==> src/rtl/dist_search_ctrl_pkg.sv <==
// Shared types and constants for the distance-search controller and its best tracker.
// Distance width follows the dist_calc operand width.
package dist_search_ctrl_pkg;

   localparam int NUMBER_BITS = 37;
   localparam int DIST_W      = 2 * (NUMBER_BITS + 3) + 1;

   typedef logic signed [DIST_W-1:0] dist_t;

   localparam dist_t DIST_MAX = {1'b0, {(DIST_W-1){1'b1}}};

   typedef enum logic [2:0] {
      IDLE,
      FETCH,
      REQ,
      WAIT,
      CMP,
      DONE
   } search_state_t;

endpackage

==> src/rtl/dist_search_ctrl_best_tracker.sv <==
// Running minimum of candidate distances with its index, plus the early-exit threshold compare.
// Ties keep the stored (lower) index because the update compare is strict.
module best_tracker
   import dist_search_ctrl_pkg::*;
#(
   parameter int IDX_W = 8
) (
   input  logic             clk,
   input  logic             reset,
   input  logic             clear_i,
   input  logic             upd_en_i,
   input  dist_t            cand_dist_i,
   input  logic [IDX_W-1:0] cand_idx_i,
   input  dist_t            threshold_i,
   output dist_t            best_dist2_o,
   output logic [IDX_W-1:0] best_idx_o,
   output logic             thr_hit_o
);

   dist_t            best_dist2_q, best_dist2_d;
   logic [IDX_W-1:0] best_idx_q, best_idx_d;
   logic             better;
   dist_t            merged_dist;

   // thr_hit_o reflects the best value as it will be after this cycle's update.
   assign better      = (cand_dist_i < best_dist2_q);
   assign merged_dist = better ? cand_dist_i : best_dist2_q;
   assign thr_hit_o   = (merged_dist < threshold_i);

   always_comb begin
      best_dist2_d = best_dist2_q;
      best_idx_d   = best_idx_q;
      if (clear_i) begin
         best_dist2_d = DIST_MAX;
         best_idx_d   = '0;
      end else if (upd_en_i && better) begin
         best_dist2_d = cand_dist_i;
         best_idx_d   = cand_idx_i;
      end
   end

   always_ff @(posedge clk) begin
      if (reset) begin
         best_dist2_q <= DIST_MAX;
         best_idx_q   <= '0;
      end else begin
         best_dist2_q <= best_dist2_d;
         best_idx_q   <= best_idx_d;
      end
   end

   assign best_dist2_o = best_dist2_q;
   assign best_idx_o   = best_idx_q;

endmodule

==> src/rtl/dist_search_ctrl.sv <==
// Initiator for dist_calc: scans candidate indices, requests one distance per index and
// keeps the minimum; stops on threshold hit, end of list or response timeout.
module dist_search_ctrl
   import dist_search_ctrl_pkg::*;
#(
   parameter int IDX_W       = 8,
   parameter int ROM_LATENCY = 1,
   parameter int TIMEOUT     = 64
) (
   input  logic             clk,
   input  logic             reset,
   input  logic             start,
   input  logic [IDX_W:0]   num_candidates,
   input  dist_t            threshold,
   output logic [IDX_W-1:0] cand_idx,
   output logic             calc_ready,
   input  dist_t            calc_dist2,
   input  logic             calc_finished,
   output logic             busy,
   output logic             done,
   output logic             hit,
   output logic             timeout_err,
   output logic [IDX_W-1:0] best_idx,
   output dist_t            best_dist2,
   output search_state_t    state_dbg
);

   localparam int TMO_W = $clog2(TIMEOUT + 1);

   // calc_ready is a one-cycle request; calc_finished is only accepted in WAIT, so a
   // level left high from an earlier transaction cannot complete the next request early.
   search_state_t    state_q, state_d;
   logic [IDX_W-1:0] cand_idx_q, cand_idx_d;
   logic [IDX_W:0]   num_q, num_d;
   dist_t            thr_q, thr_d;
   dist_t            dist_q, dist_d;
   logic [2:0]       rom_cnt_q, rom_cnt_d;
   logic [TMO_W-1:0] tmo_cnt_q, tmo_cnt_d;
   logic             hit_q, hit_d;
   logic             tmo_err_q, tmo_err_d;
   logic             trk_clear, trk_upd, trk_thr_hit;
   logic             last_cand;

   assign last_cand = ({1'b0, cand_idx_q} == (num_q - (IDX_W+1)'(1)));

   always_comb begin
      state_d    = state_q;
      cand_idx_d = cand_idx_q;
      num_d      = num_q;
      thr_d      = thr_q;
      dist_d     = dist_q;
      rom_cnt_d  = rom_cnt_q;
      tmo_cnt_d  = tmo_cnt_q;
      hit_d      = hit_q;
      tmo_err_d  = tmo_err_q;
      trk_clear  = 1'b0;
      trk_upd    = 1'b0;
      case (state_q)
         IDLE: begin
            if (start) begin
               trk_clear  = 1'b1;
               hit_d      = 1'b0;
               tmo_err_d  = 1'b0;
               cand_idx_d = '0;
               if (num_candidates == '0) begin
                  state_d = DONE;
               end else begin
                  num_d     = num_candidates;
                  thr_d     = threshold;
                  rom_cnt_d = '0;
                  state_d   = FETCH;
               end
            end
         end
         FETCH: begin
            // FETCH spans ROM_LATENCY cycles (minimum one) after cand_idx settles.
            if (({1'b0, rom_cnt_q} + 4'd1) >= 4'(ROM_LATENCY)) begin
               rom_cnt_d = '0;
               state_d   = REQ;
            end else begin
               rom_cnt_d = rom_cnt_q + 3'd1;
            end
         end
         REQ: begin
            tmo_cnt_d = '0;
            state_d   = WAIT;
         end
         WAIT: begin
            if (calc_finished) begin
               dist_d  = calc_dist2;
               state_d = CMP;
            end else if (tmo_cnt_q == TMO_W'(TIMEOUT - 1)) begin
               tmo_err_d = 1'b1;
               state_d   = DONE;
            end else begin
               tmo_cnt_d = tmo_cnt_q + 1'b1;
            end
         end
         CMP: begin
            trk_upd = 1'b1;
            if (trk_thr_hit) begin
               hit_d   = 1'b1;
               state_d = DONE;
            end else if (last_cand) begin
               state_d = DONE;
            end else begin
               cand_idx_d = cand_idx_q + 1'b1;
               rom_cnt_d  = '0;
               state_d    = FETCH;
            end
         end
         DONE: begin
            state_d = IDLE;
         end
         default: begin
            state_d = IDLE;
         end
      endcase
   end

   always_ff @(posedge clk) begin
      if (reset) begin
         state_q    <= IDLE;
         cand_idx_q <= '0;
         num_q      <= '0;
         thr_q      <= '0;
         dist_q     <= '0;
         rom_cnt_q  <= '0;
         tmo_cnt_q  <= '0;
         hit_q      <= 1'b0;
         tmo_err_q  <= 1'b0;
      end else begin
         state_q    <= state_d;
         cand_idx_q <= cand_idx_d;
         num_q      <= num_d;
         thr_q      <= thr_d;
         dist_q     <= dist_d;
         rom_cnt_q  <= rom_cnt_d;
         tmo_cnt_q  <= tmo_cnt_d;
         hit_q      <= hit_d;
         tmo_err_q  <= tmo_err_d;
      end
   end

   best_tracker #(
      .IDX_W(IDX_W)
   ) u_best (
      .clk          (clk),
      .reset        (reset),
      .clear_i      (trk_clear),
      .upd_en_i     (trk_upd),
      .cand_dist_i  (dist_q),
      .cand_idx_i   (cand_idx_q),
      .threshold_i  (thr_q),
      .best_dist2_o (best_dist2),
      .best_idx_o   (best_idx),
      .thr_hit_o    (trk_thr_hit)
   );

   assign cand_idx    = cand_idx_q;
   assign calc_ready  = (state_q == REQ);
   assign busy        = (state_q != IDLE) && (state_q != DONE);
   assign done        = (state_q == DONE);
   assign hit         = hit_q;
   assign timeout_err = tmo_err_q;
   assign state_dbg   = state_q;

endmodule

==> config.mk <==
export PLATFORM = sky130hd
export DESIGN_NAME = dist_search_ctrl
export DESIGN_NICKNAME = d
export VERILOG_FILES = /design/src/rtl/dist_search_ctrl_pkg.sv /design/src/rtl/dist_search_ctrl_best_tracker.sv /design/src/rtl/dist_search_ctrl.sv
export SDC_FILE = /design/constraint.sdc
export NUM_CORES = 1
export LEC_CHECK = 0
export CORE_MARGIN = 5
export CORE_UTILIZATION = 53
export DETAILED_ROUTE_END_ITERATION = 7
export HOLD_SLACK_MARGIN = 0.05
export PLACE_DENSITY = 0.81
export SYNTH_ARGS = -nofsm -noshare
export SYNTH_HDL_FRONTEND = slang
export SYNTH_SLANG_ARGS = --single-unit
==> constraint.sdc <==
create_clock -name clk -period 7.1 [get_ports clk]
set_clock_uncertainty 0.2 [all_clocks]
set_input_delay 2.13 -clock clk [delete_from_list [all_inputs] [get_ports clk]]
set_output_delay 2.13 -clock clk [all_outputs]
set_load 0.05 [all_outputs]
# --- After elaboration in Yosys (flattened, before gate mapping) ---
# Cells that the tools add are included.
word_totals:
  reg_bits: 283
  latchBits: 0
  ram_bits: 0
  mem_bits_ro: 0
  input_bits: 175
  output_inout_bits: 105
  word_cells: 87
  mem_count: 0
classes:
  add_sub_neg: 5
  n_mul: 0
  n_div: 0
  order_cmp: 3
  n_eq_ne: 18
  shift: 0
  n_mux: 31
  bitwise_logic: 1
  reduce_logical: 18
op_table:
  columns: ["cell", "count"]
  rows:
  - ["< comparator 81 bit", 2]
  - ["two-way mux 81 bit", 1]
  - ["two-way mux 3 bit", 12]
  - ["two-way mux 8 bit", 3]
  - ["inequality test 2 bit, second input constant", 9]
  - ["case mux 8 bit (2 select lines)", 1]
  - ["case mux 3 bit (5 select lines)", 1]
  - ["two-way mux 7 bit", 2]
  - ["case mux 7 bit (2 select lines)", 1]
  - ["AND reduction 3 bit", 4]
  - ["equality test 8 x 9 -> 1 bit", 1]
  - ["zero test 9 bit", 1]
  - ["case mux 3 bit (3 select lines)", 1]
  - ["subtractor 9 x 1 -> 9 bit, second input constant", 1]
  - ["adder 8 x 1 -> 8 bit, second input constant", 1]
  - ["AND reduction 4 bit", 2]
  - ["adder 7 x 1 -> 7 bit, second input constant", 1]
  - ["equality test 7 x 6 -> 1 bit, second input constant", 1]
  - ["two-way mux 1 bit", 7]
  - ["equality test 3 x 2 -> 1 bit, second input constant", 2]
  - ["equality test 3 bit, second input constant", 2]
  - ["inequality test 3 bit, second input constant", 2]
  - ["nonzero test 2 bit", 3]
  - ["nonzero test 3 bit", 2]
  - ["other kinds (11)", 13]

# --- Depth between registers and ports, before layout ---
depth:
  ltp_word: 5
  mapped_depth: 25
  ltp_nobuf: 22

# --- Hierarchy ---
# Synthesis repeated with hierarchy kept, for this count alone.
unflattened:
  cells_unflattened: 1996
  area_unflattened_um2: 15697.6
modules_own_cells:
  columns: ["module", "n_inst", "cells_each", "area_per_inst_um2", "seq_area_each_um2"]
  rows:
  - ["best_tracker", 1, 1064, 8376.8, 1781.7]
  - ["dist_search_ctrl", 1, 932, 7320.8, 3883.7]

# --- Least setup slack after synthesis ---
# No wires, ideal clock.
synth_path:
  kind: "register -> register"
  from: "reg u_best.best_dist2_q[34] (netlist: u_best.best_dist2_o[34])"
  to: "reg cand_idx_q[6] (netlist: cand_idx[6])"
  setup_time_ns: 0.070
  arrival_ns: 5.595
  required_ns: 6.830
  setup_slack_ns: 1.235
  stages_incl_launch_ff: 24
  n_path_buf: 2
  period_less_slack_ns: 5.865
  cell_sequence: "dfxtp_1 > inv_1 > ha_1 > a21oi_1 > o21ai_1 > a221oi_1 > o211ai_1 > a2111oi_2 > and2_1 > xnor2_2 > clkbuf_1 > clkbuf_1 > o21ai_1 > ha_1 > nand4_1 > or2_1 > nor4_2 > nor3b_1 > a211oi_1 > a31oi_2 > nor3_1 > a211oi_1 > or4b_1 > a21oi_1"
synth_via:
  elab_chain_len: 5
synth_lines:
  columns: ["item", "line_no", "rtl"]
  rows:
  - ["from (decl)", "dist_search_ctrl_best_tracker.sv:20", "dist_t best_dist2_q, best_dist2_d;"]
  - ["from (signal assigned)", "dist_search_ctrl_best_tracker.sv:47", "best_dist2_q <= best_dist2_d;"]
  - ["< comparator 81 bit", "dist_search_ctrl_best_tracker.sv:26", "assign better = (cand_dist_i < best_dist2_q);"]
  - ["two-way mux 81 bit (*)", "dist_search_ctrl_best_tracker.sv:27", "assign merged_dist = better ? cand_dist_i : best_dist2_q;"]
  - ["< comparator 81 bit (*)", "dist_search_ctrl_best_tracker.sv:28", "assign thr_hit_o = (merged_dist < threshold_i);"]
  - ["inequality test 2 bit (no source line) (*)", null, null]
  - ["AND reduction 4 bit (no source line) (*)", null, null]
  - ["to (signal assigned)", "dist_search_ctrl.sv:134", "cand_idx_q <= cand_idx_d;"]
  - ["to (decl)", "dist_search_ctrl.sv:33", "logic [IDX_W-1:0] cand_idx_q, cand_idx_d;"]
# Mark *: on every way between the ends. The rest lies on a longest branch, timed or not.
# A chain may end at the register's enable or synchronous reset.

# --- Worst setup path in the final report ---
layout_path:
  from: "reg u_best.best_dist2_q[80] (netlist: u_best.best_dist2_o[80])"
  to: "reg cand_idx_q[6] (netlist: cand_idx[6])"
# Same word-level chain as after synthesis.

==> flow_summary.json <==
{
  "netlist_area_um2": 15300,
  "post_cts_resized": 0,
  "power_switching_mw": 1.34,
  "placement.io_buffers": 279,
  "pwr-share-seq": 0.395,
  "syn_inst": 2022,
  "fin_util": 0.678,
  "worst_slew_pin_slew_ns": 1.21,
  "area_delta_synth_final_pct": 27.0,
  "power.total_mw": 4.41,
  "ant_nets": 0,
  "tns_ns": 0,
  "cts_tree": "built",
  "post-route-period-util": 0.935,
  "first_pass_iters": 7,
  "crit_family": "compound AO/OA/AOI/OAI gates",
  "io_pins": 280,
  "hp-class": "register to register",
  "fin_cells": 2646,
  "cts-buffers-inserted": 31,
  "avgSynthCellArea_um2": 7.54,
  "antenna_found_initial": 1,
  "path_max_fanout": 56,
  "overflow": 0,
  "synth_warnings": 0,
  "hold_viol_final": 0,
  "period_minus_slack_ns": 6.64,
  "dr_total_vias": 15100,
  "path_class": "register to register",
  "root_buffer": "clkbuf_16",
  "hold_buffers": 0,
  "timing.fmax_mhz": 151,
  "synthesis.nets": 2362,
  "final_area_um2": 19400,
  "final_max_slew_viol_count": 0,
  "rsz0062_at_grt": "false",
  "dp_hpwl_mm": 33.4,
  "drt_wl_total_mm": 47.0,
  "switching_share": 0.304,
  "critical_path_buf_inv_count": 4,
  "cts_setup_buffers": 0,
  "drive_gt1_frac": 0.0407,
  "cts_htree_levels": 1,
  "dp_cells": 2585,
  "fillerInstances": 2409,
  "die_y_um": 180,
  "clock_sinks": 283,
  "placed_cell_area_um2": 18200,
  "drtIter0Drc": 1163,
  "post-route-drc-count": 0,
  "cp-end-kind": "register",
  "async_reset_ff_frac": 0,
  "grtUsageTotal": 0.274,
  "nNetsFinal": 2577,
  "yosys_register_bits": 283,
  "place.gp.congestion": 0.923,
  "p_int_mw": 3.07,
  "arrival_ns": 6.93,
  "cp_data_required_time_ns": 7.40,
  "path_cells": "inv_1, ha_1, and3_1, nand4_1, nor4_2, o2111ai_1, and2_1, xnor2_4, buf_12, buf_12, o21ai_0, ha_1, o21ai_0, o21ai_1, a31oi_1, o31ai_1, a211oi_1, a31oi_2, nor3_1, a211oi_1, buf_4, or4b_1, a21oi_1",
  "synth_flop_cell": "dfxtp_1",
  "critPathSlowestCell": "o31ai_1",
  "outcome": "complete, no violations",
  "critPathMaxStageDelay_ns": 0.60,
  "cts_max_path_buffers": 3,
  "drv_cap": 0,
  "max_slew_margin": 0.190,
  "clk_pin_slew_ns": 0.07,
  "pwr_density_cell_nw_per_um2": 228,
  "wl_per_cell_um": 17.8,
  "power.share.clock": 0.385,
  "synthDistinctLibCells": 67,
  "grt_pass1_vias": 14600,
  "peakVddDrop_mv": 0.187,
  "drt-vias-per-instance": 5.70,
  "row_count": 62,
  "grt_pass1_wl_mm": 74.7,
  "die-area_um2": 32300,
  "cp-start-kind": "register",
  "synth_edf_count": 0,
  "seq_area_frac_synth": 0.371,
  "start_util": 0.534,
  "grt_max_degree": 117,
  "die_x_um": 180,
  "combPwrFrac": 0.220,
  "insertion_delay_ns": 0.57,
  "core_um2": 28500,
  "report.final.setup_viol": 0,
  "p_leak_nw": 8.30
}
## routing by layer
metal / share of wire / global-route usage / routed length (um) / up-vias
met5: 0 / 0 / 0 / -
met2: 0.47 / 0.466 / 21900 / 615
met3: 0.071 / 0.0459 / 3320 / 127
met1: 0.42 / 0.348 / 19700 / 7034
li1: - / - / - / 7305
met4: 0.045 / 0.111 / 2090 / 0
## layout by cell type, fill, tap and decap left out, types with 5 or more instances in the layout
| cell | netlist | final |
|---|---|---|
| xnor2_1 | 6 | 6 |
| a21oi_1 | 236 | 236 |
| a31o_1 | 5 | 5 |
| o211ai_1 | 86 | 86 |
| clkbuf_16 | 0 | 31 |
| and4_1 | 5 | 5 |
| o21ai_0 | 77 | 77 |
| nor2b_1 | 6 | 6 |
| o21a_1 | 5 | 5 |
| nand2_1 | 573 | 571 |
| o21ai_1 | 34 | 34 |
| clkbuf_1 | 88 | 7 |
| nand2b_1 | 6 | 6 |
| nand4_1 | 32 | 32 |
| o31ai_1 | 6 | 6 |
| nor4_1 | 10 | 10 |
| nor2_1 | 43 | 42 |
| inv_1 | 174 | 174 |
| nand3_1 | 19 | 19 |
| nor3_1 | 16 | 16 |
| a221oi_1 | 5 | 5 |
| dfxtp_1 | 283 | 283 |
| and2_1 | 9 | 6 |
| clkdlybuf4s50_1 | 0 | 278 |
| a21o_1 | 16 | 16 |
| ha_1 | 165 | 165 |
| a211oi_1 | 12 | 12 |
| a31oi_1 | 6 | 6 |
| buf_4 | 0 | 13 |
| and3_1 | 5 | 5 |
| bufinv_16 | 0 | 5 |
| xor2_1 | 5 | 5 |
## cell type report
type	count	area (um2)	area share
Multi-Input combinational cell	1451	8540	0.441
Sequential cell	283	5670	0.293
Timing Repair Buffer	295	2950	0.152
Clock buffer	41	843	0.0435
Inverter	175	657	0.0339
Tap cell	384	480	0.0248
Clock inverter	16	231	0.0120
Antenna cell	1	2.50	0.000129
## flip-flops by register name, indices dropped and copies added, names as in the netlist
name,count
tmo_cnt_q,7
timeout_err,1
cand_idx,8
num_q,9
thr_q,81
hit,1
u_best.best_idx_o,8
state_dbg,3
rom_cnt_q,3
dist_q,81
u_best.best_dist2_o,81
## cell families after synthesis
| kind of cell | after synthesis | share of synthesized area |
|---|---|---|
| AND/OR/NAND/NOR | 756 | 0.210 |
| AO/OA/AOI/OAI | 514 | 0.200 |
| buffers and inverters | 289 | 0.0731 |
| flip-flops | 283 | 0.371 |
| adder cells (fa/ha/maj) | 165 | 0.135 |
| XOR/XNOR | 12 | 0.00738 |
| multiplexers | 3 | 0.00213 |
## per-stage QoR
step	setup WS (ns)	hold WS, ns
after floorplan	1.24	0.236
after global placement	0.606	0.241
after detailed placement	0.423	0.247
after CTS	0.391	0.255
after global routing	0.0369	0.274
final	0.464	0.254
## power groups by stage
| stage | sequential [mW] | clock [mW] | combinational, mW |
|---|---|---|---|
| after floorplan | 1.80 | 0 | 0.577 |
| after global placement | 1.77 | 0 | 0.919 |
| after detailed placement | 1.78 | 0 | 0.951 |
| after CTS | 1.74 | 1.72 | 0.963 |
| after global routing | 1.75 | 1.78 | 1.07 |
| final | 1.74 | 1.70 | 0.969 |
## Yosys cell counts (10+ instances only)
master | count | area, um2
nand2_1 | 573 | 2150
dfxtp_1 | 283 | 5670
a21oi_1 | 236 | 1180
inv_1 | 174 | 653
ha_1 | 165 | 2060
clkbuf_1 | 88 | 330
o211ai_1 | 86 | 646
o21ai_0 | 77 | 385
nor2_1 | 43 | 161
o21ai_1 | 34 | 170
nand4_1 | 32 | 200
nand3_1 | 19 | 95.1
buf_2 | 18 | 90.1
a21o_1 | 16 | 120
nor3_1 | 16 | 80.1
a211oi_1 | 12 | 90.1
nor4_1 | 10 | 62.6
## path summary, 6_finish.rpt
kind	to	depth (start not counted)	from	slack [ns]
worst max-delay path	cand_idx[6]	23	u_best.best_dist2_o[80]	0.46
worst max register to register	cand_idx[6]	23	u_best.best_dist2_o[80]	0.46
worst min-delay path	thr_q[54]	2	thr_q[54]	0.25
worst min register to register	thr_q[54]	2	thr_q[54]	0.25
## worst min-delay path, stage by stage (launching register included)
cell,delay [ns]
dfxtp_1,0.31
nand2_1,0.05
a21oi_1,0.05
Note: power is estimated with default switching activity, not from simulation.
